`src/rtl/muldiv_unit.sv`:
```
// Iterative MIPS multiply/divide unit with HI/LO registers.
// Optional MULDIV_DIVZERO_EN: early-exit divide-by-zero with div_zero flag.
module muldiv_unit #(
    parameter int WIDTH = 32
) (
    input  logic             clk,
    input  logic             rst_n,
    input  logic             start,
    input  logic [1:0]       op,
    input  logic [WIDTH-1:0] SrcA,
    input  logic [WIDTH-1:0] WriteData,
    input  logic             hi_we,
    input  logic             lo_we,
    output logic [WIDTH-1:0] HI,
    output logic [WIDTH-1:0] LO,
    output logic             busy,
`ifdef MULDIV_DIVZERO_EN
    output logic             div_zero,
`endif
    output logic             done
);

    localparam int CW = $clog2(WIDTH) + 1;

    typedef enum logic [1:0] {IDLE, RUN, FIX, DONE} state_t;

    state_t               state_q, state_d;
    logic [CW-1:0]        cnt_q;
    logic [WIDTH-1:0]     hi_q, lo_q;
    logic [WIDTH-1:0]     mc_q;
    logic [2*WIDTH-1:0]   acc_q;
    logic [WIDTH:0]       rem_q;
    logic                 is_div_q, neg_q, rneg_q;
`ifdef MULDIV_DIVZERO_EN
    logic                 div_zero_q;
`else
    logic                 dz_q;
    logic [WIDTH-1:0]     raw_q;
`endif

    logic                 a_neg, b_neg, b_zero;
    logic [WIDTH-1:0]     a_abs, b_abs;
    logic [WIDTH:0]       mul_sum;
    logic [2*WIDTH-1:0]   mul_next;
    logic [WIDTH:0]       div_shift, div_diff, rem_next;
    logic                 div_ge;
    logic [2*WIDTH-1:0]   prod_fix;
    logic [WIDTH-1:0]     quo_fix, rmd_fix;

    // Signed ops run on magnitudes; signs are reapplied in FIX.
    assign a_neg  = ~op[0] & SrcA[WIDTH-1];
    assign b_neg  = ~op[0] & WriteData[WIDTH-1];
    assign a_abs  = a_neg ? -SrcA : SrcA;
    assign b_abs  = b_neg ? -WriteData : WriteData;
    assign b_zero = (WriteData == '0);

    assign mul_sum  = {1'b0, acc_q[2*WIDTH-1:WIDTH]}
                    + (acc_q[0] ? {1'b0, mc_q} : '0);
    assign mul_next = {mul_sum, acc_q[WIDTH-1:1]};

    // Restoring divide: acc_q low half shifts dividend out, quotient in.
    assign div_shift = {rem_q[WIDTH-1:0], acc_q[WIDTH-1]};
    assign div_diff  = div_shift - {1'b0, mc_q};
    assign div_ge    = ~div_diff[WIDTH];
    assign rem_next  = div_ge ? div_diff : div_shift;

    assign prod_fix = neg_q ? -acc_q : acc_q;
    assign quo_fix  = neg_q ? -acc_q[WIDTH-1:0] : acc_q[WIDTH-1:0];
    assign rmd_fix  = rneg_q ? -rem_q[WIDTH-1:0] : rem_q[WIDTH-1:0];

    always_ff @(posedge clk or negedge rst_n) begin
        if (!rst_n) state_q <= IDLE;
        else        state_q <= state_d;
    end

    always_comb begin
        state_d = state_q;
        unique case (state_q)
            IDLE: if (start) begin
`ifdef MULDIV_DIVZERO_EN
                state_d = (op[1] && b_zero) ? DONE : RUN;
`else
                state_d = RUN;
`endif
            end
            RUN:  if (cnt_q == CW'(WIDTH - 1)) state_d = FIX;
            FIX:  state_d = DONE;
            DONE: state_d = IDLE;
            default: state_d = IDLE;
        endcase
    end

    always_comb begin
        busy = (state_q != IDLE);
        done = (state_q == DONE);
    end

    always_ff @(posedge clk or negedge rst_n) begin
        if (!rst_n) begin
            cnt_q    <= '0;
            hi_q     <= '0;
            lo_q     <= '0;
            mc_q     <= '0;
            acc_q    <= '0;
            rem_q    <= '0;
            is_div_q <= 1'b0;
            neg_q    <= 1'b0;
            rneg_q   <= 1'b0;
`ifdef MULDIV_DIVZERO_EN
            div_zero_q <= 1'b0;
`else
            dz_q     <= 1'b0;
            raw_q    <= '0;
`endif
        end else begin
            unique case (state_q)
                IDLE: begin
                    if (hi_we) hi_q <= WriteData;
                    if (lo_we) lo_q <= WriteData;
                    if (start) begin
                        cnt_q    <= '0;
                        is_div_q <= op[1];
                        neg_q    <= a_neg ^ b_neg;
                        rneg_q   <= a_neg;
                        rem_q    <= '0;
                        acc_q    <= {{WIDTH{1'b0}}, op[1] ? a_abs : b_abs};
                        mc_q     <= op[1] ? b_abs : a_abs;
`ifdef MULDIV_DIVZERO_EN
                        div_zero_q <= op[1] & b_zero;
`else
                        dz_q     <= op[1] & b_zero;
                        raw_q    <= SrcA;
`endif
                    end
                end
                RUN: begin
                    cnt_q <= cnt_q + 1'b1;
                    if (is_div_q) begin
                        rem_q <= rem_next;
                        acc_q <= {acc_q[2*WIDTH-1:WIDTH],
                                  acc_q[WIDTH-2:0], div_ge};
                    end else begin
                        acc_q <= mul_next;
                    end
                end
                FIX: begin
                    if (is_div_q) begin
`ifdef MULDIV_DIVZERO_EN
                        hi_q <= rmd_fix;
                        lo_q <= quo_fix;
`else
                        hi_q <= dz_q ? raw_q : rmd_fix;
                        lo_q <= dz_q ? '1 : quo_fix;
`endif
                    end else begin
                        hi_q <= prod_fix[2*WIDTH-1:WIDTH];
                        lo_q <= prod_fix[WIDTH-1:0];
                    end
                end
                default: ;
            endcase
        end
    end

    assign HI = hi_q;
    assign LO = lo_q;
`ifdef MULDIV_DIVZERO_EN
    assign div_zero = div_zero_q;
`endif

endmodule

```
`config.mk`:
```
export PLATFORM = sky130hd
export DESIGN_NAME = muldiv_unit
export DESIGN_NICKNAME = d
export VERILOG_FILES = /design/src/rtl/muldiv_unit.sv
export SDC_FILE = /design/constraint.sdc
export NUM_CORES = 1
export LEC_CHECK = 0
export ABC_AREA = 1
export BUFFER_PORTS_ARGS = -buffer_cell sky130_fd_sc_hd__buf_2
export CELL_PAD_IN_SITES_DETAIL_PLACEMENT = 1
export CELL_PAD_IN_SITES_GLOBAL_PLACEMENT = 1
export CORE_ASPECT_RATIO = 1.75
export CORE_UTILIZATION = 41
export CTS_BUF_LIST = sky130_fd_sc_hd__clkbuf_8
export DETAILED_ROUTE_END_ITERATION = 12
export PLACE_DENSITY = 0.84
export SLEW_MARGIN = 15
export SYNTH_ARGS = -nofsm -noshare
export SYNTH_HDL_FRONTEND = slang
export SYNTH_SLANG_ARGS = --single-unit
```
`constraint.sdc`:
```
create_clock -name clk -period 2.42 [get_ports clk]
set_input_delay 0.242 -clock clk [delete_from_list [all_inputs] [get_ports clk]]
set_output_delay 0.242 -clock clk [all_outputs]
set_load 0.03 [all_outputs]
```
==> impl_metrics.csv, run 1 <==
group,metric,value,unit
global_routing,grt_use_total,62.1,%
die,io_pins,137,
synthesis,synth-xor-area-share,2.70,%
synthesis,yosys.area_share.adder,4.60,%
placed_design,gp_congestion,1.10,
sta,worst_endpoint_kind,"register input",
clocking,clock_sinks,236,
synthesis,muxShareOfSynthArea,0,%
synthesis,synth_top_family_by_area,"simple AND/OR/NAND/NOR gates",
synthesis,ys_seq_area_share,28.5,%
global_routing,grt_max_degree,90,
run_status,haltStage,"global routing",
synthesis,async_flop_share,100,%
synthesis,synth_cell_types,56,
die,rows,108,
placed_design,place_hpwl,95000,um
synthesis,synth_compound_area_share,17.7,%
run_status,error_line,"[ERROR GRT-0232] Routing congestion too high. Check the congestion heatmap in the GUI.",
synthesis,synth_simple_gate_area_share,37.1,%
run_status,status,"stopped before the end",
clocking,cts_buffer_depth,3,
sta,crit_endpoint,"rem_q[28]$_DFFE_PN0P_/D",
synthesis,synth_cells,3362,
synthesis,syn_area_per_cell,6.17,um^2
placed_design,pre_cts_slack,-184,ps
clocking,numCtsBuffers,41,
synthesis,synth_area,0.0207,mm^2
synthesis,ys_seq_elements,236,
placed_design,place_inst,4412,
die,initial_core_util,41.7,%
clocking,cts_root_buf,"clkbuf_8",
die,die-width,172,um
synthesis,synth_fp_nets,3508,
placed_design,port_buffers,136,
synthesis,synth_edf_count,0,
global_routing,grt.overflow.total,188,
synthesis,ys_warn_count,0,
synthesis,synthFlopType,"dfrtp_1",
die,die_h,299,um
clocking,cts_htree_levels,2,
-- cell families after synthesis --
group	after synthesis
flip-flops	236
buffers and inverters	494
AND/OR/NAND/NOR	1861
XOR/XNOR	64
adder cells (fa/ha/maj)	75
AO/OA/AOI/OAI	632
-- cells in the mapped netlist, types with 4 or more instances --
cell type | instances | area, um^2
nand2_1 | 965 | 3620
nor2_1 | 493 | 1850
inv_1 | 367 | 1380
nand3_1 | 277 | 1390
o21ai_0 | 238 | 1190
dfrtp_1 | 236 | 5910
a21oi_1 | 216 | 1080
ha_1 | 73 | 913
clkbuf_1 | 71 | 267
xor2_1 | 56 | 490
nand4_1 | 41 | 257
o211ai_1 | 33 | 248
a221oi_1 | 28 | 245
buf_2 | 27 | 135
a22oi_1 | 26 | 195
nor3_1 | 25 | 125
o221ai_1 | 17 | 149
nand3b_1 | 12 | 90.1
buf_1 | 11 | 41.3
o21ai_1 | 11 | 55.1
nand2_2 | 10 | 62.6
o21ai_2 | 10 | 87.6
o21bai_1 | 10 | 75.1
buf_6 | 9 | 101
nor2_2 | 9 | 56.3
o22ai_1 | 9 | 56.3
or2_2 | 8 | 50.1
xnor2_1 | 8 | 70.1
a21o_1 | 6 | 45.0
a31oi_1 | 6 | 37.5
a2bb2oi_1 | 5 | 43.8
inv_2 | 5 | 18.8
a21boi_0 | 4 | 30.0
nor4_1 | 4 | 25.0
-- metrics by stage --
stage | cell area [um^2] | hold slack, ps
3_5_place_dp | 24800 | 207
2_1_floorplan | 20700 | -53.6
3_3_place_gp | 24800 | 205
4_1_cts | 26100 | 4.00
-- per-layer routing --
| metal | overflow | GRT usage, % |
|---|---|---|
| met3 | 3 | 36.5 |
| met1 | 0 | 60.9 |
| met4 | 72 | 65.6 |
| met5 | 0 | 5.51 |
| met2 | 113 | 85.9 |
-- repair_timing --
| action | 4_1_cts |
|---|---|
| cloned | 2 |
| hold buffers | 20 |
| resized for setup | 73 |
| setup buffers | 6 |
| endpoints found under the setup margin | 70 |
| hold endpoints to repair | 128 |
| pin swaps | 7 |
==> run 2: changes to the inputs <==
- CELL_PAD_IN_SITES_DETAIL_PLACEMENT: 1 -> default
- CELL_PAD_IN_SITES_GLOBAL_PLACEMENT: 1 -> default
- CORE_ASPECT_RATIO: 1.75 -> default
- CORE_UTILIZATION: 41 -> 35
- CTS_BUF_LIST: sky130_fd_sc_hd__clkbuf_8 -> default
- PLACE_DENSITY: 0.84 -> default
- PLACE_DENSITY_LB_ADDON: default -> 0.15
- clock period: 2.42 -> 3.1 ns (I/O delays scaled with it)
==> run 2 against run 1 <==
The flow now finishes without violations. Synthesized cell count is the same. Area after synthesis is the same.
==> impl_metrics.csv, run 2 <==
group,metric,value,unit
run_status,status,"completed",
sta,rsz0062_at_grt,"no",
pwr,p_leak,12.1,nW
pwr,power_density,1140,mW/mm^2
synthesis,synth_top_family_by_area,"simple AND/OR/NAND/NOR gates",
synthesis,ys_seq_area_share,28.5,%
placed_design,place_inst,4210,
placed_design,gp_congestion,0.998,
global_routing,grt_pass1_vias,21700,
critical_path,r2r_cells,17,
critical_path,required,3580,ps
sta,fin_crit,2800,ps
sta,relSlewSlack,43.4,%
synthesis,synth_top_cell_area_share,28.5,%
global_routing,antenna_found_initial,4,
finish,seq_area,0.00591,mm^2
synthesis,ys_seq_elements,236,
sta,tightest_slew,848,ps
detailed_routing,vias,23700,
placed_design,port_buffers,136,
global_routing,grt.overflow.total,0,
synthesis,synth_simple_gate_area_share,37.1,%
finish,largest_register,"acc_q",
die,die_h,245,um
detailed_routing,post-route-drc-count,0,
clocking,cts_root_buf,"clkbuf_16",
synthesis,yosys.area_share.adder,4.60,%
detailed_routing,routed_via_density,5.55,
critical_path,crit_type,"reg2reg",
die,initial_core_util,35.7,%
critical_path,r2r-start,"acc_q[31]",
clocking,clock_latency,610,ps
finish,fin_cells,4268,
detailed_routing,initialDrtViolationCount,2565,
sta,hold_viol,0,
synthesis,ys_warn_count,0,
synthesis,synth.most_common_cell,"nand2_1",
sta,finalSetupTns,0,ps
synthesis,synth_cells,3362,
detailed_routing,dr.pass1.iters,6,
finish,area_delta_synth_final,13.5,%
sta,maxSlewViolCount,0,
finish,finish.utilization,40.5,%
finish,drive_gt1_share,9.00,%
synthesis,synth_cell_types,56,
finish,multi_input_area,0.0129,mm^2
finish,largest_reg_flops,64,
clocking,numCtsBuffers,30,
pwr,ir_worst_vdd,0.666,mV
global_routing,grt_pass1_wl,142000,um
hold_path,min_to,"raw_q[7]",
global_routing,grt_max_degree,91,
synthesis,synth_compound_area_share,17.7,%
synthesis,synth-xor-area-share,2.70,%
critical_path,timing.rr.end,"rem_q[12]",
synthesis,yosysTopAreaCell,"dfrtp_1",
placed_design,place_hpwl,79500,um
clocking,cts_tree,"yes",
synthesis,syn_area_per_cell,6.17,um^2
synthesis,synth_area_leaders,"dfrtp_1 28%, nand2_1 17%, nor2_1 8.9%",
synthesis,synth_fp_nets,3508,
sta,fmax,0.357,GHz
die,rows,88,
sta,min_period_over_period,90.3,%
synthesis,async_flop_share,100,%
die,io_pins,137,
clocking,clock_sinks,236,
detailed_routing,antenna_left,0,
clocking,cts_htree_levels,1,
synthesis,synthFlopType,"dfrtp_1",
job,max_cap_viol_count,0,
die,die_area,0.0602,mm^2
sta,fin_ws,301,ps
finish,nFillCells,6485,
finish,final_cell_mix,"964 x nand2_1, 491 x nor2_1, 367 x inv_1",
die,fp.coreArea,0.0581,mm^2
critical_path,worst_ep_arrival_time,3280,ps
placed_design,pre_cts_slack,300,ps
critical_path,crit_path_end_kind,"flip-flop",
sta,setup_violations,0,
clocking,cts_buffer_depth,3,
hold_path,min_from,"SrcA[7]",
global_routing,grt_use_total,31.7,%
detailed_routing,wl_per_cell,22.8,um
detailed_routing,wirelength,97300,um
critical_path,rrSetupSlack,300,ps
finish,layout_commonest_cell,"nand2_1",
sta,skew,21.2,ps
finish,fin_nets,3625,
synthesis,synth_commonest_cells,"965 x nand2_1, 493 x nor2_1, 367 x inv_1, 277 x nand3_1, 238 x o21ai_0",
hold_path,worst_hold_path_type,"in2reg",
clocking,clkTransAtPathRegs,70,ps
synthesis,muxShareOfSynthArea,0,%
critical_path,start_kind,"flip-flop",
synthesis,synth_area,0.0207,mm^2
synthesis,synth_edf_count,0,
critical_path,path_max_fanout,32,
hold_path,hold_depth,3,
die,die-width,245,um
==> run 2: cell counts after synthesis <==
No cell type changed its count.
==> run 2: where the power goes <==
group          leakage [nW]  switching (W)  internal [W]
registers              2.93        0.00168       0.00440
logic                  8.67         0.0121       0.00487
clock network         0.514        0.00151       0.00232
total                  12.1         0.0153        0.0116
==> run 2: cells by family (layout without fill, tap and decap cells) <==
logic type | Yosys count | in the layout
AOI/OAI and AO/OA | 632 | 632
xor gates and xnor gates | 64 | 64
adders and majority gates | 75 | 75
buffers and inverters | 494 | 633
DFF | 236 | 236
other | 0 | 2
and+or+nand+nor | 1861 | 1861
==> run 2: through the flow <==
| stage | total power [W] | hold WS, ps | instance area [um^2] |
|---|---|---|---|
| after global routing | 0.0285 | 35.8 | 23500 |
| after detailed placement | 0.0226 | 333 | 22400 |
| after global placement | 0.0227 | 333 | 22400 |
| after floorplan | 0.0163 | 14.4 | 20700 |
| after CTS | 0.0265 | 14.3 | 23500 |
| final | 0.0268 | 34.0 | 23500 |
==> run 2: worst max path at each step <==
stage	cells after the start	startpoint	slack (ps)	to
3_5_place_dp	17	acc_q[31]	300	rem_q[15]
4_1_cts	17	acc_q[31]	250	rem_q[13]
6_report	17	acc_q[31]	300	rem_q[12]
3_3_place_gp	10	acc_q[0]	370	acc_q[50]
2_1_floorplan	18	acc_q[31]	790	rem_q[4]
5_1_grt	17	acc_q[31]	60	rem_q[7]
==> run 2: repair_timing <==
item	CTS	global route
hold buffers	2	0
resized for setup	0	2
buffers inserted	0	0
hold endpoints to repair	69	0
endpoints found under the setup margin	0	24
==> run 2: cell type report <==
cell class              count  share of cell area (%)
clock buffers              45                    3.82
well taps                 765                    4.07
repair buffers            204                    5.50
multi-input cells        2632                    54.9
inverters                 375                    5.99
clock inverters             9                   0.659
diodes                      2                  0.0213
flip-flops and latches    236                    25.1
==> run 2: per-layer routing <==
metal	track usage [%]	wire (um)	vias up
met4	11.8	4110	0
met1	45.1	42800	11200
met2	48.0	41800	1056
li1	-	-	11200
met5	0	0	-
met3	4.81	8540	140
==> run 2: critical path: stages (launching register included) <==
cell     delay (ps)
dfrtp_1         450
inv_1           140
ha_1            230
fa_1            420
inv_1           110
nand2_1          80
o21ai_2         170
nand2_1          80
nand2_2          90
nand2_1          70
nand2_2         110
nand2_2          80
nand2_2          90
nand2_2          90
nand2_8         200
nand2_1          80
nand3_1          90
nand2_1          60
(Power assumes the default switching activity.)
